### src/rtl/irq_pending_reg_if.sv
// Request/mask/acknowledge bundle between the interrupt source side and irq_pending_reg.
// Latency: none, wires only.
// Backpressure: none; requests are sticky in the register and released by acknowledge.
// master: drives irq_in, mask_we/mask_wdata, ack_valid/ack_idx; observes mask, pend_vec, pend_valid, ovf.
// slave : the pending register itself (mirror of master).
interface irq_pending_reg_if #(
   parameter int N  = 8,
   parameter int IW = 3
);
   logic [N-1:0]  irq_in;
   logic          mask_we;
   logic [N-1:0]  mask_wdata;
   logic          ack_valid;
   logic [IW-1:0] ack_idx;
   logic [N-1:0]  mask;
   logic [N-1:0]  pend_vec;
   logic          pend_valid;
   logic [N-1:0]  ovf;

   modport master (
      output irq_in, mask_we, mask_wdata, ack_valid, ack_idx,
      input  mask, pend_vec, pend_valid, ovf
   );

   modport slave (
      input  irq_in, mask_we, mask_wdata, ack_valid, ack_idx,
      output mask, pend_vec, pend_valid, ovf
   );
endinterface

### src/rtl/irq_pending_reg.sv
// Synchronises N async request lines, latches sticky pending bits, masks them for the encoder.
// Latency: irq_in to pend_vec is 2 cycles (edge capture) or 3 cycles (level capture); ack/mask 1 cycle.
// Backpressure: none; a request stays pending until acknowledged, repeats are flagged in ovf.
// Ports: clk, rst_n (synchronous, active-low), bus (irq_pending_reg_if.slave).
// Build option: define IRQ_EDGE_EN for rising-edge capture; default is level capture.
module irq_pending_reg #(
   parameter int N  = 8,
   parameter int IW = $clog2(N)
) (
   input  logic               clk,
   input  logic               rst_n,
   irq_pending_reg_if.slave   bus
);

   logic [N-1:0] s1_q, s1_d;
   logic [N-1:0] s2_q, s2_d;
   logic [N-1:0] pend_q, pend_d;
   logic [N-1:0] ovf_q, ovf_d;
   logic [N-1:0] mask_q, mask_d;
   logic [N-1:0] evt;
   logic [N-1:0] clr;
`ifdef IRQ_EDGE_EN
   // vld_q[1] says s2 holds a real sample rather than its reset value, so a
   // line already high when reset releases is not mistaken for a fresh edge.
   logic [1:0]   vld_q, vld_d;
`endif

   always_comb begin
      s1_d = bus.irq_in;
      s2_d = s1_q;
`ifdef IRQ_EDGE_EN
      vld_d = {vld_q[0], 1'b1};
      evt   = s1_q & ~s2_q & {N{vld_q[1]}};
`else
      evt   = s2_q;
`endif
      // Indices >= N never match, so out-of-range acknowledges do nothing.
      clr = '0;
      for (int i = 0; i < N; i++) begin
         if (bus.ack_valid && (bus.ack_idx == IW'(i))) begin
            clr[i] = 1'b1;
         end
      end
      // A new event beats a same-cycle clear so it is never lost.
      pend_d = evt | (pend_q & ~clr);
      // Overrun only counts when the event lands on a bit that is not being
      // cleared; an acknowledge therefore always wipes the flag.
      ovf_d  = ~clr & (ovf_q | (evt & pend_q));
      mask_d = bus.mask_we ? bus.mask_wdata : mask_q;
   end

   always_ff @(posedge clk) begin
      if (!rst_n) begin
         s1_q   <= '0;
         s2_q   <= '0;
         pend_q <= '0;
         ovf_q  <= '0;
         mask_q <= '1;
`ifdef IRQ_EDGE_EN
         vld_q  <= '0;
`endif
      end else begin
         s1_q   <= s1_d;
         s2_q   <= s2_d;
         pend_q <= pend_d;
         ovf_q  <= ovf_d;
         mask_q <= mask_d;
`ifdef IRQ_EDGE_EN
         vld_q  <= vld_d;
`endif
      end
   end

   // Outputs come only from registers; unmasking exposes a held bit at once.
   assign bus.mask       = mask_q;
   assign bus.pend_vec   = pend_q & mask_q;
   assign bus.pend_valid = |(pend_q & mask_q);
   assign bus.ovf        = ovf_q;

endmodule

### src/flat_wrapper.sv
// flat-port wrapper written by rule: the top's interface ports become plain ports
module irq_pending_reg_flat 
#(
   parameter int N  = 8,
   parameter int IW = $clog2(N)
)
  (clk, rst_n, bus_irq_in, bus_mask_we, bus_mask_wdata, bus_ack_valid, bus_ack_idx, bus_mask, bus_pend_vec, bus_pend_valid, bus_ovf);
  irq_pending_reg_if #(.N(N), .IW(IW)) bus_i ();
  input  logic clk;
  input  logic rst_n;
  input wire logic [$bits(bus_i.irq_in)-1:0] bus_irq_in;
  input wire logic [$bits(bus_i.mask_we)-1:0] bus_mask_we;
  input wire logic [$bits(bus_i.mask_wdata)-1:0] bus_mask_wdata;
  input wire logic [$bits(bus_i.ack_valid)-1:0] bus_ack_valid;
  input wire logic [$bits(bus_i.ack_idx)-1:0] bus_ack_idx;
  output wire logic [$bits(bus_i.mask)-1:0] bus_mask;
  output wire logic [$bits(bus_i.pend_vec)-1:0] bus_pend_vec;
  output wire logic [$bits(bus_i.pend_valid)-1:0] bus_pend_valid;
  output wire logic [$bits(bus_i.ovf)-1:0] bus_ovf;
  assign bus_i.irq_in = bus_irq_in;
  assign bus_i.mask_we = bus_mask_we;
  assign bus_i.mask_wdata = bus_mask_wdata;
  assign bus_i.ack_valid = bus_ack_valid;
  assign bus_i.ack_idx = bus_ack_idx;
  assign bus_mask = bus_i.mask;
  assign bus_pend_vec = bus_i.pend_vec;
  assign bus_pend_valid = bus_i.pend_valid;
  assign bus_ovf = bus_i.ovf;
  irq_pending_reg #(.N(N), .IW(IW)) u_core (.clk(clk), .rst_n(rst_n), .bus(bus_i));
endmodule
### config.mk
export PLATFORM = sky130hd
export DESIGN_NAME = irq_pending_reg_flat
export DESIGN_NICKNAME = d
export VERILOG_FILES = /design/src/rtl/irq_pending_reg_if.sv /design/src/rtl/irq_pending_reg.sv /design/src/flat_wrapper.sv
export SDC_FILE = /design/constraint.sdc
export NUM_CORES = 1
export LEC_CHECK = 0
export BUFFER_PORTS_ARGS = -buffer_cell sky130_fd_sc_hd__buf_2
export CAP_MARGIN = 25
export CORE_MARGIN = 2
export CORE_UTILIZATION = 30
export DETAILED_ROUTE_END_ITERATION = 10
export SLEW_MARGIN = 30
export SYNTH_ARGS = -nofsm -noshare
export SYNTH_HDL_FRONTEND = slang
export SYNTH_SLANG_ARGS = --single-unit
### constraint.sdc
create_clock -name clk -period 1.8 [get_ports clk]
set_clock_uncertainty 0.05 [all_clocks]
set_input_delay 0 -clock clk [delete_from_list [all_inputs] [get_ports clk]]
set_output_delay 0 -clock clk [all_outputs]
set_load 0.03 [all_outputs]
; ---- Word-level counts from Yosys, hierarchy flattened
; Cells that the tools add are included.
[totals]
register_bits = 40
in_bits = 23
output_inout_bits = 25
wordCells = 37
[classes]
n_eq_ne = 7
muxes = 8
n_bitwise = 7
reduce_logical = 10
[ops]
columns = cell, n
row1 = $and A8 B8 Y8, 4
row2 = $or A8 B8 Y8, 2
row3 = $eq A3 B3 Y1 const B, 4
row4 = $logic_and A1 B1 Y1, 8
row5 = $mux W1, 8
row6 = $not A8 Y8, 1
row7 = $reduce_or A8 Y1, 1
row8 = $eq A3 B2 Y1 const B, 2
row9 = $eq A3 B1 Y1 const B, 1
row10 = $logic_not A3 Y1, 1

; ---- Longest topological paths before layout
; Gate-level depths: netlist of the first run.
[depth]
depth_word = 6
mapped_depth = 4

; ---- Least setup slack after synthesis of the first run
; OpenSTA, ideal clock, no wires.
[synth_path]
kind = reg2out
from = register u_core.mask_q[1], in the netlist u_core.bus.mask[1]
to = output bus_pend_valid
arrival_time_ns = 1.835
required_ns = 1.750
setup_slack_ns = -0.085
path_stages_with_launch = 4
n_path_buf = 0
cell_sequence = dfxtp_1 -> and2_1 -> or4_1 -> or4_1
[synth_via]
elab_chain_cells = 2
[synth_lines]
columns = element, line_no
row1 = start: declaration, irq_pending_reg.sv:19  ; logic [N-1:0] mask_q, mask_d;
row2 = start signal: assignment, irq_pending_reg.sv:67  ; mask_q <= mask_d;
row3 = $and A8 B8 Y8, -
row4 = named net bus_pend_vec[1], flat_wrapper.sv:17  ; output wire logic [$bits(bus_i.pend_vec)-1:0] bus_pend_vec;
row5 = $reduce_or A8 Y1, irq_pending_reg.sv:77  ; assign bus.pend_valid = |(pend_q & mask_q);
row6 = end: declaration, flat_wrapper.sv:18  ; output wire logic [$bits(bus_i.pend_valid)-1:0] bus_pend_valid;
; The timed path passes the listed nets, and every way through them passes these cells.

; ---- Worst setup path in the final report of the first run
[layout_path]
from = register u_core.mask_q[1], in the netlist u_core.bus.mask[1]
to = output bus_pend_valid
[layout_via]
elab_chain_cells = 2
[layout_lines]
columns = element, line_no
row1 = $and A8 B8 Y8, irq_pending_reg.sv:77
row2 = $reduce_or A8 Y1, irq_pending_reg.sv:77
; Every way passes these cells.

==> flow_summary_export.csv, run 1 <==
group,metric,value,unit
run_status,status,"finished with violations",
run_status,violations,"setup timing",
yosys,syn_nets,163,
detailed_routing,avgViaCountPerCell,4.27,
sta,finalSetupViolCount,1,
detailed_routing,final_antenna_net_count,0,
sta,worst_slack,-0.0953,ns
sta,period_needed,1.90,ns
yosys,synth_cell_types,18,
setup_path,crit_path_end_kind,"output port",
final_layout,final_cell_mix,"buf_2, dfxtp_1, nand2_1, and2_1, dlygate4sd3_1",
die,core-area,4380,um2
sta,timing.final.crit_share,1.05,
detailed_routing,vias,1115,
place,hpwl,1.98,mm
final_layout,fin_nets,231,
global_routing,grt_pass1_wl,4.62,mm
final_layout,instances_no_fill,261,
setup_path,cp_max_fo,2,
global_routing,gr-usage-all-layers,0.118,
power,power_density,911,nW/um2
die,io_pins,48,
detailed_routing,wire_per_inst,11.0,um
yosys,yosysSeqAreaShare,0.584,
setup_path,cp.arrival,1.85,ns
clocking,numCtsBuffers,5,
die,start_util,0.313,
yosys,syn_area,1370,um2
yosys,ys_seq_elements,40,
clocking,htreeDepth,2,
global_routing,overflow,0,
sta,rsz0062_at_grt,"true",
sta,finalHoldViolCount,0,
place,dpl.cell_count,233,
yosys,synth_area_per_cell,9.80,um2
yosys,ys_top_cells_by_area,"dfxtp_1, and2_1, nand2_1, mux2i_1, a21oi_1",
final_layout,area_delta_synth_final,42.4,%
global_routing,grt_pass1_vias,1048,
clocking,clk_latency,0.28,ns
final_layout,final_common_cell,"buf_2",
power,leakagePower,0.884,nW
global_routing,grt_max_degree,46,
final_layout,antenna_cells,0,
die,rows,24,
final_layout,drive_above_1_share,0.321,
sta,relSlewSlack,0.561,
clocking,cts_tree,"built",
setup_path,crit_path_start_kind,"flip-flop",
final_layout,multi_input_area,561,um2
yosys,synth_top_cell_by_area,"dfxtp_1",
final_layout,final_util,0.445,
power,ir_drop,0.573,mV
worst_hold_path,hp-class,"primary input to flip-flop",
place,routabilityCongestion,0.718,
setup_path,required,1.75,ns
global_routing,antenna_found_initial,0,
sta,worst_pin_slew,0.658,ns
yosys,ys_warn_count,0,
clocking,clk_pin_slew_worst_paths,0.07,ns
sta,max_freq,528,MHz
run,maxCapViolCount,0,
clocking,cts_sinks,40,
detailed_routing,drt_first_pass_iters,6,
clocking,ctsRootBufferMaster,"clkbuf_8",
yosys,netlist.area_leader.share,0.584,
die,dieArea,5130,um2
detailed_routing,routed_wl,2.88,mm
die,die_x,71.6,um
final_layout,regArea,806,um2
detailed_routing,drt_iter0_drc,32,
yosys,synthCells,140,
die,die_h,71.6,um
final_layout,fill_cells,404,
sta,slew_viol_final,0,
clocking,clockBufferDepth,2,
place,numPortBuffers,47,
detailed_routing,drc,0,
setup_path,crit_type,"flip-flop to output port",
through the flow:
step / setup TNS, ns / hold WS (ns) / power, mW / cell area (um2) / worst slack [ns]
floorplan: 0 / 0.0773 / 1.10 / 1380 / 0.0195
global route: -0.146 / 0.0790 / 1.87 / 1950 / -0.146
finish: -0.0953 / 0.0731 / 1.78 / 1950 / -0.0953
global placement: 0 / 0.156 / 1.16 / 1650 / 0.0607
CTS: -0.110 / 0.0656 / 1.80 / 1930 / -0.110
detailed placement: 0 / 0.159 / 1.17 / 1650 / 0.0505
kinds of logic after synthesis:
| family | Yosys count | share of synthesized area |
|---|---|---|
| simple gates | 71 | 0.286 |
| flops | 40 | 0.584 |
| compound gates | 15 | 0.0547 |
| mux | 8 | 0.0584 |
| buf+inv | 6 | 0.0164 |
sequential cells by signal, summed over array words and instances (netlist names):
name             count
u_core.pend_q        8
u_core.bus.mask      8
u_core.s1_q          8
u_core.evt           8
u_core.bus.ovf       8
area by class of cell:
class | count | area share
Timing Repair Buffer | 67 | 0.221
Clock buffer | 8 | 0.0461
Tap cell | 52 | 0.0333
Sequential cell | 40 | 0.413
Multi-Input combinational cell | 94 | 0.287
worst max-delay path, cell delays in order (launching register included):
cell and delay (ns):
dfxtp_2 0.32, and2_4 0.15, or4_4 0.52, or4_4 0.42
buf_6 0.15
metal layers:
metal  global-route usage  vias up  share of wire
met4               0.0440        0          0.015
met2                0.180       36           0.42
met1                0.144      476           0.48
met3               0.0577        5          0.082
met5                    0        -              0
li1                     -      598              -
where the power goes:
| group | switching, mW | internal (mW) |
|---|---|---|
| sequential | 0.0198 | 0.926 |
| combinational | 0.127 | 0.119 |
| clock | 0.275 | 0.312 |
cells in the mapped netlist:
| library cell | instances |
|---|---|
| or2_2 | 1 |
| nand2_1 | 23 |
| dfxtp_1 | 40 |
| nand3_1 | 1 |
| nor3b_1 | 6 |
| or4_1 | 2 |
| and2_4 | 1 |
| o21ai_0 | 4 |
| nand4b_1 | 3 |
| clkbuf_1 | 6 |
| nand2b_1 | 1 |
| and2_1 | 23 |
| nor2_1 | 4 |
| nor2b_1 | 3 |
| nor3_1 | 2 |
| a21oi_1 | 11 |
| mux2i_1 | 8 |
| nand4_1 | 1 |
timing repair:
item,CTS,global route
setup buffers,2,2
endpoints found under the setup margin,1,1
pin swaps,3,0
resized for setup,6,3
hold endpoints to repair,16,0
hold buffers,16,0
gates cloned,0,0
final timing paths:
kind	from	to	slack (ns)	cells after the start
worst max-delay path	u_core.bus.mask[1]	bus_pend_valid	-0.1	4
worst min-delay path	bus_ack_idx[0]	u_core.pend_q[2]	0.07	3
worst max register to register	u_core.bus.mask[1]	u_core.bus.mask[1]	0.83	4
worst min register to register	u_core.s1_q[3]	u_core.evt[3]	0.38	1
No activity file was read; power rests on OpenSTA's default activity.
==> run 2: changes to the inputs <==
--- a/config.mk
+++ b/config.mk
@@ -8,8 +8,9 @@
 export BUFFER_PORTS_ARGS = -buffer_cell sky130_fd_sc_hd__buf_2
 export CAP_MARGIN = 25
 export CORE_MARGIN = 2
-export CORE_UTILIZATION = 30
+export CORE_UTILIZATION = 48
 export DETAILED_ROUTE_END_ITERATION = 10
+export PLACE_DENSITY = 0.86
 export SLEW_MARGIN = 30
 export SYNTH_ARGS = -nofsm -noshare
 export SYNTH_HDL_FRONTEND = slang
==> flow_summary_export.csv, run 2 (synthesis gave the netlist of run 1 again) <==
group,metric,value,unit
detailed_routing,avgViaCountPerCell,4.84,
global_routing,overflow,0,
sta,relSlewSlack,0.600,
die,start_util,0.502,
setup_path,worst-r2r-setup-slack,0.54,ns
setup_path,reg2reg_to,"u_core.bus.mask[4]",
die,die_h,57.5,um
worst_hold_path,whs_endpoint,"u_core.bus.mask[1]",
die,io_pins,48,
power,clkPwrFrac,0.273,
global_routing,grt_pass1_vias,1136,
final_layout,final_common_cell,"buf_2",
setup_path,worstRegToRegCells,3,
clocking,numCtsBuffers,5,
clocking,clk_latency,0.34,ns
global_routing,grt_pass1_wl,4.69,mm
final_layout,final_cell_mix,"buf_2, dfxtp_1, nand2_1, and2_1, dlygate4sd3_1",
sta,max_freq,504,MHz
detailed_routing,wire_per_inst,11.8,um
sta,period_needed,1.98,ns
worst_hold_path,worstHoldStart,"bus_mask_we",
clocking,clockBufferDepth,2,
sta,rsz0062_at_grt,"true",
clocking,clk_pin_slew_worst_paths,0.10,ns
run_status,status,"finished with violations",
final_layout,antenna_cells,0,
place,routabilityCongestion,0.810,
detailed_routing,vias,1152,
sta,hold_slack,0.0107,ns
detailed_routing,drt_first_pass_iters,4,
setup_path,cp.arrival,1.93,ns
power,leakagePower,0.861,nW
clocking,htreeDepth,2,
sta,finalSetupViolCount,1,
global_routing,gr-usage-all-layers,0.188,
final_layout,area_delta_synth_final,37.0,%
die,die_x,57.5,um
sta,timing.final.crit_share,1.10,
place,hpwl,1.87,mm
setup_path,crit_type,"flip-flop to output port",
die,rows,19,
sta,worst_slack,-0.183,ns
detailed_routing,drc,0,
power,ir_drop,0.650,mV
setup_path,crit_path_start_kind,"flip-flop",
run,maxCapViolCount,0,
setup_path,cp_max_fo,3,
place,numPortBuffers,47,
worst_hold_path,hp-class,"primary input to flip-flop",
setup_path,required,1.75,ns
die,core-area,2730,um2
run_status,violations,"setup timing",
final_layout,drive_above_1_share,0.300,
clocking,ctsRootBufferMaster,"clkbuf_4",
detailed_routing,routed_wl,2.81,mm
power,seq_power_share,0.579,
power,switchingPower,400,uW
global_routing,grt_max_degree,46,
final_layout,fin_nets,229,
clocking,cts_sinks,40,
global_routing,antenna_found_initial,0,
sta,finalHoldViolCount,0,
worst_hold_path,min_path_cells,3,
die,dieArea,3300,um2
detailed_routing,final_antenna_net_count,0,
power,netSwitchingFraction,0.245,
setup_path,crit_path_end_kind,"output port",
power,power.internal,1.23,mW
power,power_density,869,nW/um2
sta,setup_tns,-0.183,ns
clocking,cts_tree,"built",
setup_path,r2r_start,"u_core.bus.mask[4]",
power,p_comb_frac,0.148,
sta,slew_viol_final,0,
detailed_routing,drt_iter0_drc,11,
sta,worst_pin_slew,0.600,ns
[run 2: timing repair]
action,in CTS,in global routing
hold buffers,17,0
setup buffers,1,0
pin swaps,3,0
resized for setup,6,1
endpoints found under the setup margin,1,1
endpoints found under the hold margin,16,0
[run 2: final cells by class]
type                            count  area, um2
Clock buffer                        8       58.8
Fill cell                         222        855
Multi-Input combinational cell     94        558
Sequential cell                    40        805
Tap cell                           31       38.8
Timing Repair Buffer               65        419
[run 2: critical path: stages (launching register included)]
cell     delay [ns]
dfxtp_2        0.34
and2_4         0.15
or4_4          0.53
or4_4          0.43
buf_6          0.15
[run 2: worst max-delay path by stage]
stage,start,endpoint,slack [ns]
floorplan,u_core.bus.mask[1],bus_pend_valid,0.02
global placement,u_core.pend_q[1],bus_pend_valid,0.09
detailed placement,u_core.pend_q[1],bus_pend_valid,0.08
CTS,u_core.bus.mask[1],bus_pend_valid,-0.18
global route,u_core.bus.mask[1],bus_pend_valid,-0.23
finish,u_core.bus.mask[1],bus_pend_valid,-0.18
[run 2: per-stage QoR]
step / total power, mW / cells / instance area, um2 / setup slack, ns / util
after global placement: 1.16 / 212 / 1630 / 0.0932 / 0.595
after global routing: 1.72 / 238 / 1880 / -0.228 / 0.687
after floorplan: 1.10 / 140 / 1380 / 0.0195 / -
final: 1.63 / 238 / 1880 / -0.183 / 0.687
after detailed placement: 1.16 / 212 / 1630 / 0.0779 / 0.595
after CTS: 1.64 / 238 / 1880 / -0.179 / 0.686
[run 2: metal layers]
layer  wire (um)  global-route usage  up-vias
li1            -                   -      599
met1        1200               0.195      501
met2        1350               0.331       45
met3         223              0.0544        7
met4          29               0.113        0
met5           0                   0        -
[run 2: power groups by stage]
stage / combinational (mW) / clock (mW) / sequential (mW)
after floorplan: 0.110 / 0 / 0.986
after global placement: 0.194 / 0 / 0.963
after detailed placement: 0.199 / 0 / 0.966
after CTS: 0.237 / 0.461 / 0.946
after global routing: 0.261 / 0.507 / 0.952
final: 0.242 / 0.446 / 0.946
==> run 3: changes to the inputs <==
--- a/config.mk
+++ b/config.mk
@@ -11,6 +11,7 @@
 export CORE_UTILIZATION = 48
 export DETAILED_ROUTE_END_ITERATION = 10
 export PLACE_DENSITY = 0.86
+export RECOVER_POWER = 50
 export SLEW_MARGIN = 30
 export SYNTH_ARGS = -nofsm -noshare
 export SYNTH_HDL_FRONTEND = slang
==> flow_summary_export.csv, run 3 (synthesis gave the netlist of run 1 again) <==
group,metric,value,unit
power,p_comb_frac,0.148,
power,netSwitchingFraction,0.245,
die,die_x,57.5,um
die,core-area,2730,um2
setup_path,crit_path_start_kind,"flip-flop",
power,switchingPower,401,uW
place,routabilityCongestion,0.810,
worst_hold_path,hp-class,"primary input to flip-flop",
run_status,status,"finished with violations",
sta,worst_pin_slew,0.604,ns
final_layout,antenna_cells,0,
sta,rsz0062_at_grt,"true",
power,leakagePower,0.855,nW
setup_path,reg2reg_to,"u_core.bus.mask[4]",
global_routing,grt_max_degree,46,
detailed_routing,drt_iter0_drc,11,
clocking,clk_pin_slew_worst_paths,0.10,ns
final_layout,final_cell_mix,"buf_2, dfxtp_1, nand2_1, dlygate4sd3_1, and2_1",
final_layout,final_common_cell,"buf_2",
setup_path,r2r_start,"u_core.bus.mask[4]",
setup_path,cp_max_fo,3,
sta,slew_viol_final,0,
setup_path,crit_path_end_kind,"output port",
power,seq_power_share,0.579,
sta,timing.final.crit_share,1.10,
detailed_routing,wire_per_inst,11.8,um
power,ir_drop,0.651,mV
die,rows,19,
sta,max_freq,504,MHz
sta,worst_slack,-0.183,ns
clocking,numCtsBuffers,5,
final_layout,regArea,805,um2
detailed_routing,final_antenna_net_count,0,
final_layout,area_delta_synth_final,37.0,%
global_routing,grt_pass1_vias,1136,
detailed_routing,vias,1153,
setup_path,cp.arrival,1.93,ns
global_routing,gr-usage-all-layers,0.188,
setup_path,required,1.75,ns
power,clkPwrFrac,0.273,
detailed_routing,drc,0,
global_routing,antenna_found_initial,0,
setup_path,worst-r2r-setup-slack,0.54,ns
die,start_util,0.502,
sta,finalSetupViolCount,1,
clocking,ctsRootBufferMaster,"clkbuf_4",
clocking,cts_tree,"built",
die,die_h,57.5,um
final_layout,fill_cells,222,
global_routing,grt_pass1_wl,4.69,mm
sta,period_needed,1.98,ns
setup_path,endpoint,"bus_pend_valid",
power,power_density,869,nW/um2
place,numPortBuffers,47,
sta,relSlewSlack,0.598,
final_layout,multi_input_area,558,um2
clocking,clockBufferDepth,2,
clocking,htreeDepth,2,
final_layout,drive_above_1_share,0.300,
place,hpwl,1.87,mm
detailed_routing,drt_first_pass_iters,4,
sta,finalHoldViolCount,0,
final_layout,fin_nets,229,
place,pre_cts_slack,0.0779,ns
setup_path,crit_type,"flip-flop to output port",
detailed_routing,avgViaCountPerCell,4.84,
run_status,violations,"setup timing",
run,maxCapViolCount,0,
clocking,clk_latency,0.34,ns
detailed_routing,routed_wl,2.80,mm
power,power.internal,1.23,mW
clocking,cts_sinks,40,
die,io_pins,48,
setup_path,critPathLaunch,"u_core.bus.mask[1]",
setup_path,worstRegToRegCells,3,
global_routing,overflow,0,
die,dieArea,3300,um2
final_layout,final_util,0.687,
## run 3: how the worst min path moves through the flow
| stage | from | cells after the start | endpoint |
|---|---|---|---|
| floorplan | bus_irq_in[0] | 1 | u_core.s1_q[0] |
| global placement | bus_irq_in[4] | 2 | u_core.s1_q[4] |
| detailed placement | bus_irq_in[0] | 2 | u_core.s1_q[0] |
| CTS | bus_mask_we | 3 | u_core.bus.mask[1] |
| global route | bus_mask_we | 3 | u_core.bus.mask[0] |
| finish | bus_mask_we | 3 | u_core.bus.mask[1] |
## run 3: metal layers
metal,up-vias,track usage,wire (um)
met2,45,0.331,1350
met3,7,0.0544,223
li1,599,-,-
met4,0,0.113,29
met5,-,0,0
met1,502,0.195,1200
## run 3: metrics by stage
| step | hold slack (ns) | total power, mW | TNS, ns | instance area (um2) | cells |
|---|---|---|---|---|---|
| 6_report | 0.0103 | 1.63 | -0.183 | 1880 | 238 |
| 5_1_grt | 0.00816 | 1.72 | -0.228 | 1880 | 238 |
| 4_1_cts | 0.00492 | 1.64 | -0.179 | 1880 | 238 |
| 3_5_place_dp | 0.160 | 1.16 | 0 | 1630 | 212 |
| 3_3_place_gp | 0.154 | 1.16 | 0 | 1630 | 212 |
| 2_1_floorplan | 0.0773 | 1.10 | 0 | 1380 | 140 |
## run 3: timing repair
action                     in CTS  in global routing
hold endpoints to repair       16                  0
setup endpoints to repair       1                  1
cloned                          0                  0
hold buffers                   17                  0
pin swaps                       3                  0
gates resized for setup         6                  1
buffers inserted                1                  0
## run 3: power groups by stage
stage	Sequential (mW)	Clock [mW]	Combinational, mW
finish	0.946	0.446	0.241
global route	0.952	0.507	0.260
CTS	0.946	0.461	0.237
detailed placement	0.966	0	0.199
global placement	0.963	0	0.194
floorplan	0.986	0	0.110
## run 3: critical path: stages (launching register included)
cell and delay (ns):
dfxtp_2 0.34, and2_4 0.15, or4_4 0.53, or4_4 0.43, buf_6 0.15
## run 3: final cells by class
cell class	instances	area share
Sequential cell	40	0.428
Clock buffer	8	0.0313
Tap cell	31	0.0206
Multi-Input combinational cell	94	0.297
Timing Repair Buffer	65	0.223
